<file path="src/rtl/sevenseg_pkg.sv">
// sevenseg_pkg: glyph table, glyph lookup and scan timing helper for the seven-segment controller
package sevenseg_pkg;
  localparam logic [6:0] SEG_BLANK = 7'h7F;
  localparam logic [6:0] SEG_DASH = 7'h7E;
  localparam logic [6:0] GLYPHS [16] = '{
    7'h01, 7'h4F, 7'h12, 7'h06, 7'h4C, 7'h24, 7'h20, 7'h0F,
    7'h00, 7'h04, 7'h08, 7'h60, 7'h31, 7'h42, 7'h30, 7'h38
  };
  function automatic logic [6:0] glyph(input logic [3:0] nibble, input logic hex_mode);
    return (hex_mode || nibble < 4'hA) ? GLYPHS[nibble] : nibble == 4'hA ? SEG_DASH : SEG_BLANK;
  endfunction
  function automatic int sub_div(input int clk_hz, input int scan_hz);
    return clk_hz / (scan_hz * 8);
  endfunction
endpackage

</file>
<file path="src/rtl/sevenseg_lz_mask.sv">
// sevenseg_lz_mask: blanks digits 1..N-1 that sit above the most significant nonzero digit
module sevenseg_lz_mask #(
  parameter int NUM_DIGITS = 4
) (
  input  logic [4*(NUM_DIGITS-1)-1:0] hi_digits,
  input  logic                        lz_blank,
  output logic [NUM_DIGITS-1:0]       blank
);
  logic [NUM_DIGITS:1] zero_above;
  assign zero_above[NUM_DIGITS] = 1'b1;
  for (genvar i = 1; i < NUM_DIGITS; i++) begin : g_z
    assign zero_above[i] = zero_above[i+1] & (hi_digits[4*(i-1) +: 4] == 4'd0);
  end
  assign blank = lz_blank ? {zero_above[NUM_DIGITS-1:1], 1'b0} : '0;
endmodule

</file>
<file path="src/rtl/sevenseg_scan_ctrl.sv">
// sevenseg_scan_ctrl: multiplexed common-anode seven-segment driver with per-frame input snapshot,
// leading-zero blanking, per-digit blink and 8-level PWM brightness
module sevenseg_scan_ctrl
  import sevenseg_pkg::*;
#(
  parameter int NUM_DIGITS   = 4,
  parameter int CLK_HZ       = 100_000_000,
  parameter int SCAN_HZ      = 4000,
  parameter int BLINK_FRAMES = 250,
  parameter bit HEX_MODE     = 1'b0
) (
  input  logic                    clk,
  input  logic                    rst_n,
  input  logic                    en,
  input  logic [4*NUM_DIGITS-1:0] digits,
  input  logic [NUM_DIGITS-1:0]   dp_in,
  input  logic [NUM_DIGITS-1:0]   blink_mask,
  input  logic                    lz_blank,
  input  logic [2:0]              brightness,
  output logic [NUM_DIGITS-1:0]   an,
  output logic [6:0]              seg,
  output logic                    dp,
  output logic                    frame_start
);
  localparam int SUB_DIV = sub_div(CLK_HZ, SCAN_HZ);
  localparam int PW = SUB_DIV > 1 ? $clog2(SUB_DIV) : 1;
  localparam int SW = $clog2(NUM_DIGITS);
  localparam int FW = BLINK_FRAMES > 1 ? $clog2(BLINK_FRAMES) : 1;
  localparam int SNAP_W = 6 * NUM_DIGITS + 4;

  if (SUB_DIV < 2) begin : g_sub_div_check
    $error("sevenseg_scan_ctrl: CLK_HZ/(SCAN_HZ*8) must be at least 2");
  end

  logic [PW-1:0]           pre_q, pre_d;
  logic [2:0]              phase_q, phase_d;
  logic [SW-1:0]           sel_q, sel_d;
  logic [FW-1:0]           frame_q, frame_d;
  logic                    blink_q, blink_d;
  logic [SNAP_W-1:0]       snap_q, snap_d;
  logic [NUM_DIGITS-1:0]   an_q, an_d;
  logic [6:0]              seg_q, seg_d;
  logic                    dp_q, dp_d, fs_q, fs_d;
  logic                    tick, slot_end, frame_end, lit;
  logic [4*NUM_DIGITS-1:0] sh_digits;
  logic [NUM_DIGITS-1:0]   sh_dp, sh_bm, lz_mask;
  logic                    sh_lz;
  logic [2:0]              sh_br;

  assign {sh_digits, sh_dp, sh_bm, sh_lz, sh_br} = snap_q;

  sevenseg_lz_mask #(.NUM_DIGITS(NUM_DIGITS)) u_lz (
    .hi_digits(sh_digits[4*NUM_DIGITS-1:4]),
    .lz_blank (sh_lz),
    .blank    (lz_mask)
  );

  always_comb begin
    tick = en && pre_q == PW'(SUB_DIV - 1);
    slot_end = tick && phase_q == 3'd7;
    frame_end = slot_end && sel_q == SW'(NUM_DIGITS - 1);
    pre_d = tick ? '0 : en ? pre_q + 1'b1 : pre_q;
    phase_d = tick ? phase_q + 3'd1 : phase_q;
    sel_d = frame_end ? '0 : slot_end ? sel_q + 1'b1 : sel_q;
    frame_d = !frame_end ? frame_q : frame_q == FW'(BLINK_FRAMES - 1) ? '0 : frame_q + 1'b1;
    blink_d = blink_q ^ (frame_end && frame_q == FW'(BLINK_FRAMES - 1));
    snap_d = frame_end ? {digits, dp_in, blink_mask, lz_blank, brightness} : snap_q;
    // phase 0 is the anti-ghost dead slot; lit phases run 1..brightness
    lit = en && phase_q != 3'd0 && phase_q <= sh_br && !(sh_bm[sel_q] && blink_q);
    an_d = lit ? ~(NUM_DIGITS'(1) << sel_q) : '1;
    seg_d = (!lit || lz_mask[sel_q]) ? SEG_BLANK : glyph(sh_digits[4*sel_q +: 4], HEX_MODE);
    dp_d = !(lit && sh_dp[sel_q]);
    fs_d = en && pre_q == '0 && phase_q == 3'd0 && sel_q == '0;
  end

  always_ff @(posedge clk or negedge rst_n) begin
    if (!rst_n) begin
      pre_q <= '0;
      phase_q <= '0;
      sel_q <= '0;
      frame_q <= '0;
      blink_q <= 1'b0;
      snap_q <= '0;
      an_q <= '1;
      seg_q <= SEG_BLANK;
      dp_q <= 1'b1;
      fs_q <= 1'b0;
    end else begin
      pre_q <= pre_d;
      phase_q <= phase_d;
      sel_q <= sel_d;
      frame_q <= frame_d;
      blink_q <= blink_d;
      snap_q <= snap_d;
      an_q <= an_d;
      seg_q <= seg_d;
      dp_q <= dp_d;
      fs_q <= fs_d;
    end
  end

  assign an = an_q;
  assign seg = seg_q;
  assign dp = dp_q;
  assign frame_start = fs_q;
endmodule

</file>
<file path="config.mk">
export PLATFORM = sky130hd
export DESIGN_NAME = sevenseg_scan_ctrl
export DESIGN_NICKNAME = d
export VERILOG_FILES = /design/src/rtl/sevenseg_pkg.sv /design/src/rtl/sevenseg_lz_mask.sv /design/src/rtl/sevenseg_scan_ctrl.sv
export SDC_FILE = /design/constraint.sdc
export NUM_CORES = 1
export LEC_CHECK = 0
export BUFFER_PORTS_ARGS = -buffer_cell sky130_fd_sc_hd__buf_2
export CAP_MARGIN = 5
export CORE_UTILIZATION = 40
export CTS_BUF_LIST = sky130_fd_sc_hd__clkbuf_8
export DETAILED_ROUTE_END_ITERATION = 16
export HOLD_SLACK_MARGIN = 0.05
export PLACE_DENSITY = 0.7
export REMOVE_ABC_BUFFERS = 1
export SLEW_MARGIN = 20
export SYNTH_ARGS = -nofsm -noshare
export SYNTH_HDL_FRONTEND = slang
export SYNTH_SLANG_ARGS = --single-unit
export TNS_END_PERCENT = 1
</file>
<file path="constraint.sdc">
create_clock -name clk -period 6 [get_ports clk]
set_clock_uncertainty 0.05 [all_clocks]
set_input_delay 1.2 -clock clk [delete_from_list [all_inputs] [get_ports clk]]
set_output_delay 1.2 -clock clk [all_outputs]
set_load 0.1 [all_outputs]
</file>
==> results.py, run 1 <==
metrics = {
    "sta": {
        "fmaxAchievable_mhz": 293,
        "period_minus_slack_ns": 3.42,
        "finalSetupTns_ns": 0,
        "rsz0062_at_grt": "false",
        "maxSlewViolCount": 0,
        "setup_viol_count_final": 0,
        "hold_viol_final": 0,
        "tightest_slew_ns": 0.914,
        "period_share": 0.569,
        "relSlewSlack": 0.387,
    },
    "floorplanning": {
        "start_util": 0.419,
        "dieArea_sq_mm": 0.00854,
        "row_count": 32,
        "die-height_um": 92.4,
        "die_x_um": 92.4,
        "core_area_sq_mm": 0.00781,
        "io_pins": 44,
    },
    "global_route": {
        "overflow": 0,
        "antenna_found_initial": 0,
        "grt_max_degree": 68,
        "grt_pass1_wl_mm": 10.8,
        "grt_pass1_vias": 2373,
        "track_usage": 0.161,
    },
    "logic_synthesis": {
        "syn_area_sq_mm": 0.00327,
        "ys_seq_area_frac": 0.518,
        "ys_warn_count": 0,
        "synth_edf_count": 0,
        "ys_top_cells_by_count": "nand2_1, dfrtp_1, ha_1",
        "netlist.top_cell.by_area": "dfrtp_1",
        "async_reset_ff_frac": 1.00,
        "synthFlopType": "dfrtp_1",
        "synth_area_leaders": "dfrtp_1, nand2_1, dfstp_2",
        "synth_cells": 339,
        "syn_area_per_cell_sq_um": 9.64,
        "yosysMostFrequentCell": "nand2_1",
        "synth-seq-cells": 67,
        "synthDistinctLibCells": 39,
        "synth_top_cell_area_share": 0.421,
    },
    "placement": {
        "dpl-instance-area_sq_mm": 0.00357,
        "port_buffers": 43,
        "gp_congestion": 0.788,
        "dp_hpwl_mm": 4.31,
    },
    "finish": {
        "n_antenna_cell": 0,
        "multiInputGateArea_sq_mm": 0.00147,
        "areaGrowthSynthToFinish_pct": 15.7,
        "fin_nets": 431,
        "post-route-cell-area_sq_mm": 0.00378,
        "seqCellArea_sq_mm": 0.00169,
        "drive_gt1_frac": 0.212,
        "fillers": 758,
    },
    "drt": {
        "wire_per_inst_um": 12.7,
        "num_vias": 2453,
        "first_pass_iters": 4,
        "drc": 0,
        "drt_iter0_markers": 112,
        "final_antenna_net_count": 0,
        "vias_per_cell": 5.03,
        "drt-total-wl_mm": 6.20,
    },
    "critical_path": {
        "critPathMaxStageDelay_ns": 0.72,
        "cp-end-kind": "register",
        "worst_path_max_delay_cell": "nor4_4",
        "start_kind": "input port",
        "crit_chain": "buf_2 -> nand3b_1 -> nor4_4 -> nand3_2 -> or4_1 -> nand2_1",
        "crit_fanout": 34,
        "r2r_slack_ns": 2.77,
        "timing.critical_path.buf_inv": 1,
        "arrival_ns": 3.64,
        "worstSetupPathType": "in -> reg",
        "path_delay_family": "simple AND/OR/NAND/NOR gates",
        "required_ns": 6.23,
    },
    "clocking": {
        "cts.clk_slew.worst_paths_ns": 0.07,
        "clk_path_buf_depth": 2,
        "postCtsSetupBuffers": 0,
        "insertion_delay_ns": 0.34,
        "cts-root-buf": "clkbuf_8",
        "cts_tree": "yes",
        "cts_max_level": 3,
        "cts_buffers": 9,
        "cts.sink_count": 67,
        "cts_hold_buf": 0,
        "postCtsResizedCells": 0,
    },
    "power": {
        "pwr-share-seq": 0.505,
        "powerDensity_mw_per_mm2": 261,
        "internal_power_uw": 740,
        "p_sw_uw": 247,
        "sw_frac_of_total": 0.250,
        "pwr-share-comb": 0.096,
        "pwr-share-clk": 0.399,
        "leakagePower_uw": 0.00189,
        "ir_drop_mv": 0.142,
    },
    "job": {
        "drv_cap": 0,
    },
    "run_status": {
        "outcome": "finished, final reports clean",
    },
    "worst_hold_path": {
        "hp-class": "reg -> reg",
    },
}
## per-stage QoR
stage	instances	hold slack [ns]	utilization	power, uW	setup WS, ns
4_1_cts	488	0.424	0.484	1000	2.56
3_5_place_dp	472	0.408	0.457	603	2.18
2_1_floorplan	325	0.390	-	567	2.77
6_report	488	0.424	0.484	987	2.58
3_3_place_gp	472	0.404	0.457	597	2.26
5_1_grt	488	0.438	0.484	1030	2.30
## power groups by stage
stage	Combinational, uW	Sequential (uW)	Clock (uW)
final	95.1	498	393
after CTS	96.9	498	407
after floorplan	47.2	520	0
after global placement	92.3	505	0
after global routing	105	501	427
after detailed placement	96.2	507	0
## cells in the final DEF (no fill, tap or decap), types with 2 or more instances in the layout
master     count
nor2b_1        3
o21ai_0       14
o31ai_1        3
nor2_1        16
bufinv_16      2
inv_1         17
nand3b_1       2
clkbuf_8       9
mux4_2         6
clkinv_2       2
nor3_1         3
nand4_1        5
dfstp_2       12
mux2_2         2
a31oi_1        3
xor2_1         7
nor4_1         5
buf_2         43
xnor2_1        5
dfrtp_1       55
a21oi_1        8
buf_4          2
and3_1         5
mux2i_1        2
ha_1          19
nand2_1      109
nand3_1       12
## layer usage
| metal | vias to the layer above | global-route usage | share of wire | routed length, um |
|---|---|---|---|---|
| li1 | 1214 | - | - | - |
| met1 | 1171 | 0.208 | 0.48 | 2950 |
| met2 | 62 | 0.257 | 0.47 | 2900 |
| met3 | 6 | 0.0550 | 0.048 | 296 |
| met4 | 0 | 0.0443 | 0.0097 | 60 |
| met5 | - | 0 | 0 | 0 |
## cell type report
| class | instances | area share |
|---|---|---|
| Tap cell | 102 | 0.0338 |
| Clock inverter | 7 | 0.0225 |
| Clock buffer | 9 | 0.0328 |
| Inverter | 15 | 0.0149 |
| Sequential cell | 67 | 0.448 |
| Timing Repair Buffer | 45 | 0.0609 |
| Multi-Input combinational cell | 243 | 0.388 |
## registers in the layout, summed over array words and instances (netlist names)
name         flops
seg              7
pre_q           12
blink_q          1
sel_q            2
snap_q          28
frame_q          8
phase_q          3
dp               1
frame_start      1
an               4
## worst paths after layout
| check | start | depth (start not counted) | end |
|---|---|---|---|
| hold reg to reg | blink_q | 1 | blink_q |
| max in group asynchronous | rst_n | 2 | snap_q[16] |
| min in group asynchronous | rst_n | 2 | pre_q[1] |
| setup reg to reg | pre_q[6] | 5 | frame_q[6] |
| setup / recovery | en | 6 | frame_q[6] |
| hold / removal | blink_q | 1 | blink_q |
## cells by family (layout without fill, tap and decap cells)
| kind of cell | Yosys count | after routing | synth area share |
|---|---|---|---|
| buffers and inverters | 29 | 76 | 0.0341 |
| AOI/OAI and AO/OA | 35 | 35 | 0.0616 |
| DFF | 67 | 67 | 0.518 |
| and+or+nand+nor | 167 | 167 | 0.227 |
| xor gates and xnor gates | 12 | 12 | 0.0322 |
| muxes | 10 | 10 | 0.0544 |
| adders and majority gates | 19 | 19 | 0.0727 |
Power figures use the tool's default switching activity.
==> run 2, diff against run 1 <==
Settings changed: ABC_AREA set to 1, PLACE_DENSITY 0.7 to 0.72.
Clock period 6 ns to 3 ns, I/O delays scaled along.
==> run 2 against run 1 <==
Net effect:
- register-to-register slack worse by 1.8 ns
- total power grew to 3.4 times the previous value
- global-route usage is 0.75 points higher
- synthesized area is 9.6% higher
- synthesized cell count is 37% higher
- final cell count is 28% higher
- die area is 9.4% higher
- largest cell class unchanged
==> results.py, run 2 <==
metrics = {
    "placement": {
        "dp_hpwl_mm": 5.19,
        "gp_congestion": 0.850,
        "dp_cells": 609,
        "port_buffers": 43,
        "dpl-instance-area_sq_mm": 0.00389,
    },
    "sta": {
        "period_share": 0.689,
        "rsz0062_at_grt": "false",
        "fmaxAchievable_mhz": 484,
        "hold_viol_final": 0,
        "relSlewSlack": 0.396,
        "tightest_slew_ns": 0.905,
        "period_minus_slack_ns": 2.07,
        "hold_slack_ns": 0.325,
        "setup_viol_count_final": 0,
        "finalSetupTns_ns": 0,
        "maxSlewViolCount": 0,
    },
    "job": {
        "drv_cap": 0,
    },
    "logic_synthesis": {
        "syn_area_sq_mm": 0.00358,
        "ys_warn_count": 0,
        "synth_xor_area_frac": 0.0220,
        "muxShareOfSynthArea": 0,
        "synth_compound_area_frac": 0.0381,
        "synth_top_cell_area_share": 0.384,
        "async_reset_ff_frac": 1.00,
        "synth_fa_ha_area_frac": 0.0664,
        "ys_top_cells_by_count": "nand2_1, dfrtp_1, inv_1",
        "yosysMostFrequentCell": "nand2_1",
        "ys_seq_area_frac": 0.472,
        "synthFlopType": "dfrtp_1",
        "synth_area_leaders": "dfrtp_1, nand2_1, dfstp_2",
        "synth-simple-area-share": 0.323,
        "synth_top_family_by_area": "simple AND/OR/NAND/NOR gates",
        "synth_cells": 465,
        "syn_area_per_cell_sq_um": 7.70,
        "synthDistinctLibCells": 25,
        "synth_edf_count": 0,
        "synth-seq-cells": 67,
        "netlist.top_cell.by_area": "dfrtp_1",
    },
    "clocking": {
        "cts_buffers": 9,
        "cts_tree": "yes",
        "insertion_delay_ns": 0.36,
        "cts.sink_count": 67,
        "cts_max_level": 3,
        "cts.clk_slew.worst_paths_ns": 0.09,
        "postCtsResizedCells": 0,
        "clk_path_buf_depth": 2,
        "cts_hold_buf": 0,
        "cts-root-buf": "clkbuf_8",
        "postCtsSetupBuffers": 0,
    },
    "floorplanning": {
        "row_count": 34,
        "die_x_um": 96.6,
        "core_area_sq_mm": 0.00868,
        "io_pins": 44,
        "start_util": 0.413,
        "dieArea_sq_mm": 0.00934,
        "die-height_um": 96.6,
    },
    "global_route": {
        "track_usage": 0.169,
        "grt_pass1_vias": 2813,
        "overflow": 0,
        "grt_use_met2": 0.260,
        "met3_usage": 0.0325,
        "grt_max_degree": 41,
        "grt_most_used_layer": "met2",
        "grt_pass1_wl_mm": 12.9,
        "gr-usage-met1": 0.233,
        "antenna_found_initial": 0,
    },
    "power": {
        "powerDensity_mw_per_mm2": 809,
        "ir_drop_mv": 0.278,
        "leakagePower_uw": 0.00222,
    },
    "critical_path": {
        "worstSetupPathType": "reg -> reg",
        "timing.rr.start": "sel_q[0]",
        "crit_end": "seg[3]",
        "startpoint": "sel_q[0]",
        "start_kind": "register",
        "required_ns": 3.23,
        "arrival_ns": 2.29,
        "crit_fanout": 18,
        "r2r_slack_ns": 0.93,
        "r2r_end": "seg[3]",
        "reg2reg_depth": 11,
        "cp-end-kind": "register",
    },
    "drt": {
        "first_pass_iters": 4,
        "drt-total-wl_mm": 7.19,
        "drc": 0,
        "num_vias": 2947,
        "final_antenna_net_count": 0,
        "drt_iter0_markers": 154,
        "vias_per_cell": 4.72,
        "wire_per_inst_um": 11.5,
    },
    "finish": {
        "fin_nets": 562,
        "drive_gt1_frac": 0.174,
        "final_cell_mix": "nand2_1, dfrtp_1, inv_1, buf_2, nand3_1",
        "multiInputGateArea_sq_mm": 0.00161,
        "seqCellArea_sq_mm": 0.00169,
        "reg_top3": "snap_q x28, pre_q x12, frame_q x8",
        "registers.top_by_ff_count": "snap_q",
        "stdcell_count": 625,
        "fillers": 851,
        "n_antenna_cell": 0,
        "largest_reg_flops": 28,
        "areaGrowthSynthToFinish_pct": 14.3,
        "post-route-cell-area_sq_mm": 0.00410,
        "layout_commonest_cell": "nand2_1",
    },
    "worst_hold_path": {
        "hp-class": "in -> async",
    },
    "run_status": {
        "outcome": "finished, final reports clean",
    },
}
[run 2: cell types whose count changed in the layout (fill, tap and decap cells not counted), sizes merged, moves of 3 or more]
| cell | delta |
|---|---|
| nand2 | +92 |
| inv | +39 |
| nand3 | +24 |
| nor2 | +18 |
| mux4 | -6 |
| nor4 | -6 |
| and3 | -5 |
| a31oi | -3 |
| nand4 | -3 |
| nor2b | -3 |
| nor3 | +3 |
| o31ai | -3 |
| xor2 | -3 |
[run 2: worst min-delay path by stage]
stage                            end  slack [ns]  cells after the start       start
final                     snap_q[26]        0.33                      1       rst_n
after global routing      snap_q[22]        0.37                      3  digits[10]
after CTS                 snap_q[26]        0.36                      1       rst_n
after detailed placement   snap_q[3]        0.42                      2   snap_q[3]
after global placement     snap_q[3]        0.42                      2   snap_q[3]
after floorplan              blink_q        0.25                      0       rst_n
[run 2: area by class of cell]
class | instances | area share
Multi-Input combinational cell | 335 | 0.393
Clock buffer | 9 | 0.0302
Sequential cell | 67 | 0.413
Clock inverter | 7 | 0.0199
Timing Repair Buffer | 47 | 0.0629
Tap cell | 108 | 0.0330
Inverter | 52 | 0.0477
[run 2: report_power, final]
part	switching (uW)	internal, uW	total, uW
Clock	387	397	784
Combinational	818	363	1180
Sequential	196	1150	1350
[run 2: metal layers]
layer	vias up	wire length (um)
li1	1523	-
met2	61	3240
met3	8	292
met4	0	84
met1	1355	3570
met5	-	0
[run 2: critical path, stage by stage, from the launching register on]
cell and delay (ns):
dfrtp_1 0.63, inv_2 0.24, nand2_1 0.11, o211ai_1 0.08, nand2_1 0.16, inv_1 0.10
ha_1 0.28, nand3_1 0.10, nand3_1 0.10, nand2_1 0.06, inv_1 0.05, nand2_1 0.04
[run 2: cells by family (layout without fill, tap and decap cells)]
kind of cell    Yosys count  count (layout)
xor+xnor                  9               9
compound gates           26              26
fa+ha+maj                19              19
flops                    67              67
simple gates            281             281
buf+inv                  63             115
[run 2: through the flow]
| step | total power, uW | worst slack (ns) | utilization |
|---|---|---|---|
| detailed placement | 2540 | 0.829 | 0.448 |
| global route | 3560 | 0.706 | 0.472 |
| global placement | 2490 | 0.874 | 0.448 |
| floorplan | 2250 | 0.853 | - |
| finish | 3310 | 0.934 | 0.472 |
| CTS | 3330 | 0.945 | 0.472 |
==> run 3, diff against run 2 <==
Settings changed: ABC_AREA 1 to 0.
Clock period 3 ns to 1.71 ns, I/O delays scaled along.
==> run 3 against run 2 <==
Net effect:
- design area up 3.5%
- clock power up 84%
- final cell count down 15%
- the flow now finishes with violations (negative setup slack)
- core utilization up 7.1 points
- count of clock-buffer cells in the layout unchanged
- sequential share of layout area down 1.3 points
- first-iteration DRC count down 33%
- non-clock buffer count up 42
- critical path type unchanged
- largest cell class unchanged
- highest routed layer unchanged
- worst setup slack worse by 1.2 ns
- sequential power up 27%
- register-to-register slack worse by 1.2 ns
==> results.py, run 3 (synthesized netlist as in run 1, its figures left out) <==
metrics = {
    "finish": {
        "fin_nets": 475,
        "largest_reg_flops": 28,
        "stdcell_count": 532,
        "multiInputGateArea_sq_mm": 0.00152,
        "n_antenna_cell": 0,
        "areaGrowthSynthToFinish_pct": 29.6,
        "layout_commonest_cell": "nand2_1",
        "fillers": 696,
        "seqCellArea_sq_mm": 0.00169,
        "final_cell_mix": "nand2_1, dfrtp_1, buf_2, buf_4, ha_1",
        "reg_top3": "snap_q x28, pre_q x12, frame_q x8",
        "registers.top_by_ff_count": "snap_q",
        "drive_gt1_frac": 0.321,
    },
    "placement": {
        "dp_hpwl_mm": 4.98,
        "place_worst_setup_slack_ns": -0.403,
        "port_buffers": 43,
        "dp_cells": 514,
        "gp_congestion": 0.887,
    },
    "drt": {
        "final_antenna_net_count": 0,
        "wire_per_inst_um": 13.1,
        "vias_per_cell": 4.98,
        "drc": 0,
        "drt-total-wl_mm": 6.97,
        "first_pass_iters": 5,
        "num_vias": 2650,
        "drt_iter0_markers": 103,
    },
    "global_route": {
        "overflow": 0,
        "grt_pass1_wl_mm": 11.8,
        "grt_max_degree": 39,
        "antenna_found_initial": 0,
        "track_usage": 0.179,
        "grt_pass1_vias": 2593,
    },
    "floorplanning": {
        "core_area_sq_mm": 0.00781,
        "die-height_um": 92.4,
        "start_util": 0.419,
        "die_x_um": 92.4,
        "io_pins": 44,
        "row_count": 32,
        "dieArea_sq_mm": 0.00854,
    },
    "sta": {
        "finalSetupTns_ns": -9.17,
        "period_share": 1.16,
        "rsz0062_at_grt": "true",
        "period_minus_slack_ns": 1.98,
        "tightest_slew_ns": 0.485,
        "hold_viol_final": 0,
        "setup_ws_ns": -0.268,
        "maxSlewViolCount": 0,
        "fmaxAchievable_mhz": 506,
        "setup_viol_count_final": 48,
        "relSlewSlack": 0.679,
    },
    "power": {
        "ir_drop_mv": 0.594,
        "powerDensity_mw_per_mm2": 862,
        "leakagePower_uw": 0.00213,
    },
    "worst_hold_path": {
        "hold_start": "digits[7]",
        "worstHoldEndpoint": "snap_q[19]",
        "worstHoldPathCells": 3,
        "hp-class": "in -> reg",
    },
    "run_status": {
        "outcome": "complete, but fails checks",
        "violations": "negative setup slack",
    },
    "critical_path": {
        "worst_path_max_delay_cell": "or4_4",
        "cp-end-kind": "register",
        "crit_fanout": 7,
        "timing.critical_path.buf_inv": 1,
        "r2r_end": "frame_q[1]",
        "crit_chain": "or4_4 -> nor4_4 -> nand3_2 -> buf_6 -> or3_1 -> o21ai_0",
        "critPathMaxStageDelay_ns": 0.56,
        "start_kind": "register",
        "arrival_ns": 2.20,
        "reg2reg_depth": 6,
        "r2r_slack_ns": -0.27,
        "required_ns": 1.93,
        "worstSetupPathType": "reg -> reg",
        "timing.rr.start": "pre_q[6]",
        "path_delay_family": "simple AND/OR/NAND/NOR gates",
    },
    "clocking": {
        "cts-root-buf": "clkbuf_8",
        "cts_max_level": 3,
        "cts_buffers": 9,
        "clk_path_buf_depth": 2,
        "cts_tree": "yes",
        "insertion_delay_ns": 0.35,
        "cts.sink_count": 67,
        "cts.clk_slew.worst_paths_ns": 0.07,
    },
    "job": {
        "drv_cap": 0,
    },
}
==> run 3: what timing repair did <==
action | in CTS | in global routing
hold buffers | 1 | 0
pin swaps | 4 | 1
resized for setup | 10 | 9
buffers inserted | 1 | 0
endpoints found under the hold margin | 4 | 0
endpoints found under the setup margin | 62 | 64
==> run 3: worst max-delay path by stage <==
stage / start / cells after the start / slack, ns / to
floorplan: pre_q[6] / 5 / -1.14 / frame_q[4]
global placement: pre_q[6] / 5 / -0.38 / frame_q[6]
detailed placement: pre_q[6] / 5 / -0.40 / sel_q[1]
finish: pre_q[6] / 6 / -0.27 / frame_q[1]
global route: pre_q[1] / 8 / -0.39 / frame_q[1]
CTS: pre_q[6] / 6 / -0.29 / frame_q[1]
==> run 3: power breakdown <==
part / switching (uW) / leakage [uW] / total (uW) / internal [uW]
registers: 37.0 / 0.000856 / 1710 / 1670
logic: 280 / 0.00117 / 508 / 228
clock network: 623 / 0.000103 / 1440 / 814
==> run 3: cell type report <==
class / instances / share of cell area
Sequential cell: 67 / 0.400
Multi-Input combinational cell: 243 / 0.358
Timing Repair Buffer: 89 / 0.148
Tap cell: 102 / 0.0301
Clock buffer: 9 / 0.0292
Clock inverter: 7 / 0.0219
Inverter: 15 / 0.0133
==> run 3: worst min-delay path: stages <==
cell and delay [ns]:
buf_2 0.07, nand2_1 0.04, nand2_1 0.04
==> run 3: through the flow <==
stage          hold slack, ns  instance area, sq um  total power [uW]   util
3_5_place_dp            0.234                  3940              2240  0.504
6_report                0.126                  4240              3650  0.543
3_3_place_gp            0.236                  3940              2220  0.504
4_1_cts                 0.115                  4200              3690  0.538
2_1_floorplan        -0.00359                  3210              1990      -
5_1_grt                 0.120                  4240              3810  0.543
==> run 3: metal layers <==
metal / track usage / wire, um
met1: 0.220 / 3130
met2: 0.286 / 3290
met3: 0.0501 / 291
met4: 0.0964 / 251
met5: 0 / 0
